**src/rtl/icache_pkg.sv**
```systemverilog
// ============================================================================
// Module      : icache_pkg
// Description : Shared state encodings, word size and address-split width
//               helpers for the instruction cache fill controller.
// Revision    : 1.0 - initial release
// ============================================================================
`default_nettype none

package icache_pkg;

    typedef logic [1:0] state_t;

    localparam state_t c_STATE_IDLE   = 2'd0;
    localparam state_t c_STATE_FILL   = 2'd1;
    localparam state_t c_STATE_COMMIT = 2'd2;

    localparam int c_WORD_BYTES = 4;
    localparam int c_BYTE_OFF_W = $clog2(c_WORD_BYTES);

    function automatic int offsetWidth(input int lineWords);
        return $clog2(lineWords);
    endfunction

    function automatic int indexWidth(input int sets);
        return $clog2(sets);
    endfunction

    function automatic int tagWidth(input int addrW, input int sets, input int lineWords);
        return addrW - indexWidth(sets) - offsetWidth(lineWords) - c_BYTE_OFF_W;
    endfunction

endpackage

`default_nettype wire

```
**src/rtl/icache_tag_ram.sv**
```systemverilog
// ============================================================================
// Module      : icache_tag_ram
// Description : Tag storage plus per-set valid bits with a flush-all port.
// Revision    : 1.0 - initial release
// ============================================================================
`default_nettype none

module icache_tag_ram
    import icache_pkg::*;
#(
    parameter int SETS  = 16,
    parameter int IDX_W = 4,
    parameter int TAG_W = 56
) (
    input  logic             clk,
    input  logic             reset,
    input  logic             i_flush,
    input  logic [IDX_W-1:0] i_rdIndex,
    output logic [TAG_W-1:0] o_rdTag,
    output logic             o_rdValid,
    input  logic             i_wrEn,
    input  logic [IDX_W-1:0] i_wrIndex,
    input  logic [TAG_W-1:0] i_wrTag,
    input  logic             i_setValid
);

    logic [SETS-1:0]  r_valid;
    logic [TAG_W-1:0] r_tag [SETS];

    // Flush outranks a same-cycle commit so an aborted line never turns valid.
    always_ff @(posedge clk) begin
        if (reset) begin
            r_valid <= '0;
        end else if (i_flush) begin
            r_valid <= '0;
        end else if (i_wrEn) begin
            r_valid[i_wrIndex] <= i_setValid;
        end
    end

    always_ff @(posedge clk) begin
        if (i_wrEn) begin
            r_tag[i_wrIndex] <= i_wrTag;
        end
    end

    assign o_rdTag   = r_tag[i_rdIndex];
    assign o_rdValid = (r_valid[i_rdIndex] === 1'b1);

endmodule

`default_nettype wire

```
**src/rtl/icache_fill_ctrl.sv**
```systemverilog
// ============================================================================
// Module      : icache_fill_ctrl
// Description : Direct-mapped instruction cache with line refill FSM.
//               Define ICACHE_STATS_EN to add saturating hit/miss counters.
// Revision    : 1.0 - initial release
// ============================================================================
`default_nettype none

module icache_fill_ctrl
    import icache_pkg::*;
#(
    parameter int SETS       = 16,
    parameter int LINE_WORDS = 4,
    parameter int ADDR_W     = 64
) (
    input  logic              clk,
    input  logic              reset,
    input  logic [ADDR_W-1:0] pc,
    input  logic              flush,
    output logic [31:0]       instruction,
    output logic              hit,
    output logic              mem_req,
    output logic [ADDR_W-1:0] mem_addr,
    input  logic              mem_ready,
    input  logic [31:0]       mem_rdata,
    output logic              busy
`ifdef ICACHE_STATS_EN
    ,
    output logic [31:0]       hit_count,
    output logic [31:0]       miss_count
`endif
);

    localparam int c_OFF_W = offsetWidth(LINE_WORDS);
    localparam int c_IDX_W = indexWidth(SETS);
    localparam int c_TAG_W = tagWidth(ADDR_W, SETS, LINE_WORDS);

    state_t               r_state;
    logic [c_TAG_W-1:0]   r_missTag;
    logic [c_IDX_W-1:0]   r_missIndex;
    logic [c_OFF_W-1:0]   r_wordCnt;
    logic                 r_abort;
    logic [31:0]          r_data [SETS*LINE_WORDS];

    logic [c_OFF_W-1:0]   w_offset;
    logic [c_IDX_W-1:0]   w_index;
    logic [c_TAG_W-1:0]   w_tag;
    logic [c_TAG_W-1:0]   w_storedTag;
    logic                 w_storedValid;
    logic                 w_hit;
    logic                 w_lastBeat;
    logic                 w_unusedPcBits;

    assign w_offset       = pc[c_BYTE_OFF_W +: c_OFF_W];
    assign w_index        = pc[c_BYTE_OFF_W + c_OFF_W +: c_IDX_W];
    assign w_tag          = pc[ADDR_W-1 -: c_TAG_W];
    assign w_unusedPcBits = ^pc[c_BYTE_OFF_W-1:0];

    icache_tag_ram #(
        .SETS  (SETS),
        .IDX_W (c_IDX_W),
        .TAG_W (c_TAG_W)
    ) u_tagRam (
        .clk        (clk),
        .reset      (reset),
        .i_flush    (flush),
        .i_rdIndex  (w_index),
        .o_rdTag    (w_storedTag),
        .o_rdValid  (w_storedValid),
        .i_wrEn     (r_state == c_STATE_COMMIT),
        .i_wrIndex  (r_missIndex),
        .i_wrTag    (r_missTag),
        .i_setValid (!r_abort)
    );

    assign w_hit      = (r_state == c_STATE_IDLE) && w_storedValid && (w_storedTag == w_tag);
    assign w_lastBeat = (r_wordCnt == c_OFF_W'(LINE_WORDS - 1));

    // A flush in COMMIT needs no abort: the tag RAM flush already wins that edge.
    always_ff @(posedge clk) begin
        if (reset) begin
            r_state   <= c_STATE_IDLE;
            r_wordCnt <= '0;
            r_abort   <= 1'b0;
        end else begin
            case (r_state)
                c_STATE_IDLE: begin
                    if (!w_hit) begin
                        r_state     <= c_STATE_FILL;
                        r_missTag   <= w_tag;
                        r_missIndex <= w_index;
                        r_wordCnt   <= '0;
                    end
                end
                c_STATE_FILL: begin
                    if (flush) begin
                        r_abort <= 1'b1;
                    end
                    if (mem_ready) begin
                        r_wordCnt <= r_wordCnt + 1'b1;
                        if (w_lastBeat) begin
                            r_state <= c_STATE_COMMIT;
                        end
                    end
                end
                c_STATE_COMMIT: begin
                    r_state <= c_STATE_IDLE;
                    r_abort <= 1'b0;
                end
                default: begin
                    r_state <= c_STATE_IDLE;
                end
            endcase
        end
    end

    always_ff @(posedge clk) begin
        if (!reset && (r_state == c_STATE_FILL) && mem_ready) begin
            r_data[{r_missIndex, r_wordCnt}] <= mem_rdata;
        end
    end

    assign hit         = w_hit;
    assign instruction = w_hit ? r_data[{w_index, w_offset}] : 32'h0;
    assign mem_req     = (r_state == c_STATE_FILL);
    assign mem_addr    = (r_state == c_STATE_FILL)
                       ? {r_missTag, r_missIndex, r_wordCnt, {c_BYTE_OFF_W{1'b0}}}
                       : '0;
    assign busy        = (r_state == c_STATE_FILL) || (r_state == c_STATE_COMMIT);

`ifdef ICACHE_STATS_EN
    logic [31:0] r_hitCount;
    logic [31:0] r_missCount;

    always_ff @(posedge clk) begin
        if (reset) begin
            r_hitCount  <= '0;
            r_missCount <= '0;
        end else begin
            if (w_hit && (r_hitCount != 32'hFFFF_FFFF)) begin
                r_hitCount <= r_hitCount + 32'd1;
            end
            if ((r_state == c_STATE_IDLE) && !w_hit && (r_missCount != 32'hFFFF_FFFF)) begin
                r_missCount <= r_missCount + 32'd1;
            end
        end
    end

    assign hit_count  = r_hitCount;
    assign miss_count = r_missCount;
`endif

endmodule

`default_nettype wire
```
**config.mk**
```make
export PLATFORM = sky130hd
export DESIGN_NAME = icache_fill_ctrl
export DESIGN_NICKNAME = d
export VERILOG_FILES = /design/src/rtl/icache_pkg.sv /design/src/rtl/icache_tag_ram.sv /design/src/rtl/icache_fill_ctrl.sv
export SDC_FILE = /design/constraint.sdc
export NUM_CORES = 2
export LEC_CHECK = 0
export BUFFER_PORTS_ARGS = -buffer_cell sky130_fd_sc_hd__buf_2
export CAP_MARGIN = 20
export CORE_AREA = 2 2 629 631
export DETAILED_ROUTE_END_ITERATION = 8
export DIE_AREA = 0 0 631 633
export SLEW_MARGIN = 40
export SYNTH_ARGS = -nofsm -noshare
export SYNTH_HDL_FRONTEND = slang
export SYNTH_SLANG_ARGS = --single-unit
```
**constraint.sdc**
```tcl
create_clock -name clk -period 5.1 [get_ports clk]
set_input_delay 0.51 -clock clk [delete_from_list [all_inputs] [get_ports clk]]
set_output_delay 0.51 -clock clk [all_outputs]
set_load 0.005 [all_outputs]
```
## Word level (Yosys, flattened, before mapping)

Memories as Yosys holds them, arrays and structs flattened.
Cells that the tools add are included.

| storage, ports and cells | value |
|---|---|
| register bits after elaboration | 81 |
| bits in latches | 0 |
| bits in writable memories | 2944 |
| bits in read-only memories | 0 |
| bits of input ports | 100 |
| output and inout bits | 99 |
| memories | 2 |

| operators by class | value |
|---|---|
| add/sub/neg operators | 1 |
| $mul | 0 |
| div/mod/pow operators | 0 |
| $lt $le $gt $ge | 3 |
| eq/ne operators | 9 |
| shift operators | 0 |
| multiplexer cells | 20 |
| bitwise operators | 2 |
| reductions and logical operators | 16 |

Memories:

| name | words | width | rd ports | clocked after Yosys merged registers in | write ports | RTL line | text |
|---|---|---|---|---|---|---|---|
| r_data | 64 | 32 | 1 | 0 | 1 | icache_fill_ctrl.sv:43 | `logic [31:0] r_data [SETS*LINE_WORDS];` |
| u_tagRam.r_tag | 16 | 56 | 1 | 0 | 1 | icache_tag_ram.sv:28 | `logic [TAG_W-1:0] r_tag [SETS];` |

Operator list:

| kind | number |
|---|---|
| $mux W64 | 1 |
| $eq A56 B56 Y1 | 1 |
| $mux W32 | 1 |
| $bwmux W16 | 1 |
| $lt A4 B5 Y1 const B | 2 |
| $mux W2 | 5 |
| $reduce_and A3 Y1 | 3 |
| $pmux W2 S2 | 2 |
| $mux W1 | 7 |
| $logic_and A1 B1 Y1 | 5 |
| $bmux W1 S4 | 1 |
| $demux W1 S4 | 1 |
| $eq A2 B2 Y1 const B | 2 |
| $ge A4 B1 Y1 const B | 1 |
| $ne A2 B1 Y1 const B | 2 |
| $ne A2 B2 Y1 const B | 2 |
| $reduce_bool A2 Y1 | 2 |
| $add A2 B1 Y2 const B | 1 |
| $eq A2 B1 Y1 const B | 1 |
| $logic_not A1 Y1 | 2 |
| $logic_not A2 Y1 | 1 |
| $not A1 Y1 | 2 |
| $pmux W1 S2 | 1 |
| $reduce_and A2 Y1 | 1 |
| 3 further kinds | 3 |

## Depth between registers and ports, before layout

| depth | value |
|---|---|
| depth in word-level cells | 7 |
| mapped depth | 15 |

## Modules after synthesis

From an unflattened synthesis, not the netlist that was laid out.

| unflattened totals | value |
|---|---|
| cell total of the unflattened synthesis | 5033 |
| area, all modules | 115333.1 um2 |

Modules (own cells, without submodules):

| module | times used | cells each | area an instance (um2) | seq. area each (um2) |
|---|---|---|---|---|
| icache_fill_ctrl | 1 | 3555 | 81051.5 | 63400.8 |
| icache_tag_ram | 1 | 1478 | 34281.6 | 27226.1 |

## Worst setup path after synthesis

OpenSTA, ideal clock, no wires.

| path | value |
|---|---|
| kind | input port to flip-flop |
| start | input pc[5] |
| end | register r_missIndex[0] (enable) |
| library setup time | 0.479 ns |
| arrival time | 5.024 ns |
| data required time | 4.621 ns |
| slack | -0.402 ns |
| stages on the path | 15 |
| buffers on the path | 6 |
| cell sequence | buf_6 > buf_6 > buf_6 > buf_6 > buf_4 > buf_2 > mux2i_1 > mux2i_1 > o211ai_1 > nand4_1 > a21boi_0 > nand4_1 > or4_4 > nor2_1 > nor2_1 |

| between the ends | value |
|---|---|
| cells in the longest elaborated chain, start to end | 7 |

Ends and longest elaborated chain:

| element | RTL line | text |
|---|---|---|
| from (decl) | icache_fill_ctrl.sv:18 | `input logic [ADDR_W-1:0] pc,` |
| branches (longest 4 deep; another with $mem_v2 Z16 W56) | n/a |  |
| $logic_and A1 B1 Y1 * | icache_fill_ctrl.sv:76 | `assign w_hit = (r_state == c_STATE_IDLE) && w_storedValid && (w_storedTag == w_tag);` |
| $not A1 Y1 (no line) * | n/a |  |
| $reduce_and A3 Y1 (no line) * | n/a |  |
| to (signal assigned) | icache_fill_ctrl.sv:91 | `r_missIndex <= w_index;` |
| to (decl) | icache_fill_ctrl.sv:40 | `logic [c_IDX_W-1:0] r_missIndex;` |

Mark *: on every way between the ends. The select of a mux whose other input is x is not followed.
A chain may end at the register's enable or synchronous reset.

## Final worst setup path

| path | value |
|---|---|
| start | memory u_tagRam.r_tag[6][33] |
| end | output instruction[14] |

| between the ends | value |
|---|---|
| cells in the longest elaborated chain, start to end | 4 |

Ends and longest elaborated chain:

| element | RTL line | text |
|---|---|---|
| from (decl) | icache_tag_ram.sv:28 |  |
| $mem_v2 Z16 W56 | n/a |  |
| $eq A56 B56 Y1 | icache_fill_ctrl.sv:76 |  |
| $logic_and A1 B1 Y1 | icache_fill_ctrl.sv:76 |  |
| $mux W32 | icache_fill_ctrl.sv:124 | `assign instruction = w_hit ? r_data[{w_index, w_offset}] : 32'h0;` |
| to (decl) | icache_fill_ctrl.sv:20 | `output logic [31:0] instruction,` |

Every way passes these cells.

==> impl_metrics.json <==
{
  "root_buffer": "clkbuf_16",
  "dieArea_um2": 399400,
  "port_buffers": 194,
  "cts_tree": "yes",
  "worstSetupPathType": "reg2out",
  "cts.sinks": 3025,
  "cp_max_fo": 20,
  "fmax_mhz": 206.9,
  "cp.arrival_ns": 4.32,
  "ys_types": 85,
  "endpoint_kind": "primary output",
  "cts_buffers": 295,
  "yosysWarnings": 0,
  "start_kind": "flop",
  "outcome": "complete, no violations",
  "drt_iter0_markers": 7305,
  "worst_pin_slew_ns": 0.8729,
  "vias": 56770,
  "synth_edf_count": 3004,
  "syn_avg_cell_area_um2": 23.11,
  "powerDensity_nw_per_um2": 377.3,
  "ys_seq_elements": 3025,
  "grt_start_max_net_pins": 76,
  "final_cell_area_um2": 137400,
  "grt_use_total": 0.1515,
  "cts-htree-levels": 5,
  "overflow": 0,
  "synth.most_common_cell": "edfxtp_1",
  "setup_viol": 0,
  "io_pins": 199,
  "netlist_area_um2": 117500,
  "hold_viol": 0,
  "die_h_um": 633,
  "dp_hpwl_mm": 186.5,
  "hold_class": "in2reg",
  "worstSkewPairLatency_ns": 0.90,
  "grt_pass1_wl_mm": 435.3,
  "vias_per_cell": 5.111,
  "fin_ws_ns": 0.2661,
  "syn2layout_area_growth_pct": 16.91,
  "ys_top_cells_by_area": "edfxtp_1, mux4_2, mux2i_1",
  "die-width_um": 631,
  "synthTopCellsByCount": "edfxtp_1, mux4_2, clkbuf_1",
  "nets": 5770,
  "drtPass1Iterations": 6,
  "initial_core_util": 0.2998,
  "synthCells": 5084,
  "grt_antenna_before_repair": 45,
  "fin_skew_ns": 0.06775,
  "drv_cap": 0,
  "synthArstFlopShare": 0,
  "power_leakage_nw": 42.52,
  "ys_seq_area_frac": 0.7712,
  "period_needed_ns": 4.834,
  "place_area_um2": 127600,
  "clk_pin_slew_ns": 0.06,
  "yosys.area.top_type": "edfxtp_1",
  "rows": 230,
  "core-area_um2": 392000,
  "drc": 0,
  "layout_worst_path_cycle_share": 0.9478,
  "yosys.area.top_type_share": 0.7676,
  "drtAntennaViolNets": 0,
  "ir_worst_vdd_mv": 0.2996,
  "gp_congestion": 0.9150,
  "drive_above_1_share": 0.3221,
  "clockBufferDepth": 4,
  "p_total_mw": 51.84,
  "rsz0062_at_grt": "no",
  "wl_per_cell_um": 27.88,
  "wirelength_mm": 309.7,
  "grt_pass1_vias": 57400,
  "maxSlewHeadroom": 0.4014,
  "critPathRequiredTime_ns": 4.59,
  "drv_slew": 0,
  "preCtsSetupSlack_ns": -0.01049,
  "dominantRegCellSynth": "edfxtp_1"
}
-- timing repair --
item,in CTS,in global routing
endpoints found under the hold margin,59,0
hold buffers,60,0
gates resized for setup,1,0
setup endpoints to repair,33,0
setup buffers,1,0
-- flip-flops by register name (all words and copies together), names as in the netlist --
register and count:
r_data 2048, u_tagRam.r_tag 896, r_missTag 56, u_tagRam.r_valid 16
r_missIndex 4, r_state 2, r_wordCnt 2, r_abort 1
-- kinds of logic (layout without fill, tap and decap cells) --
family	count (synthesis)	in the layout	share of synthesized area
muxes	1016	1016	0.1774
adders and majority gates	4	4	0.0004259
buffers and inverters	303	1095	0.01274
other	1	13	0.00003191
xor gates and xnor gates	48	48	0.003577
DFF	3025	3025	0.7712
and+or+nand+nor	432	432	0.01960
AOI/OAI and AO/OA	255	255	0.01500
-- cell type report --
cell class                      instances  area (µm²)
Fill cell                           36030      254600
Sequential cell                      3025       90630
Multi-Input combinational cell       1757       26040
Clock buffer                          358        7725
Tap cell                             5220        6531
Timing Repair Buffer                  555        4946
Clock inverter                        150        1360
Inverter                               32       130.1
Antenna cell                           11       27.53
-- metal layers --
metal,part of all wire,GRT usage,vias up
met5,0.00019,0,-
met2,0.49,0.2487,2597
met4,0.025,0.03851,8
met3,0.083,0.02787,481
li1,-,-,22890
met1,0.41,0.2076,30800
-- worst max-delay path: stages (launching register included) --
cell and delay [ns]:
edfxtp_1 0.35, mux2_1 0.31, o22ai_1 0.26, nor3_1 0.15
a2111oi_2 0.51, o21ai_1 0.13, o32a_1 0.39, a2111oi_1 0.52
nand4_4 0.16, buf_12 0.21, buf_12 0.17, nor2b_1 0.14
buf_2 0.13
-- final timing paths --
kind	start	end	slack, ns	cells after the start
min reg2reg	u_tagRam.r_valid[11]	u_tagRam.r_valid[11]	0.47	2
max	u_tagRam.r_tag[6][33]	instruction[14]	0.27	12
min	mem_rdata[23]	r_data[61][23]	0.13	1
max reg2reg	u_tagRam.r_tag[7][54]	r_missTag[41]	0.85	12
-- power breakdown --
| group | switching [mW] | internal [mW] | leakage [nW] | total [mW] |
|---|---|---|---|---|
| Clock | 9.17 | 11.9 | 4.45 | 21.0 |
| Sequential | 0.273 | 27.5 | 27.2 | 27.8 |
| Combinational | 1.78 | 1.20 | 10.9 | 2.98 |
| Total | 11.2 | 40.6 | 42.5 | 51.8 |
-- through the flow --
step                setup TNS [ns]  cells  hold slack, ns    util
finish                           0  11110          0.1326  0.3505
global route                     0  11100          0.1007  0.3505
CTS                              0  11090         0.06122  0.3503
detailed placement        -0.01785  10530          0.4652  0.3255
global placement                 0  10510          0.4577  0.3243
floorplan                        0   5085          0.4504       -
-- placed cells by master, fill, tap and decap left out, types with 28 or more instances in the layout --
cell type	instances
clkinv_1	51
clkinv_2	49
mux2_2	40
buf_4	255
buf_12	55
o22ai_1	46
nand2_1	45
and2_1	67
inv_1	30
xnor2_1	28
clkbuf_1	58
clkbuf_16	302
a22oi_1	28
nor2b_1	40
a21oi_1	36
edfxtp_1	3004
mux2i_1	120
nor2_4	81
dlygate4sd3_1	60
buf_2	158
mux4_2	849
o21ai_0	45
nor2_1	51
(Power assumes the default switching activity.)
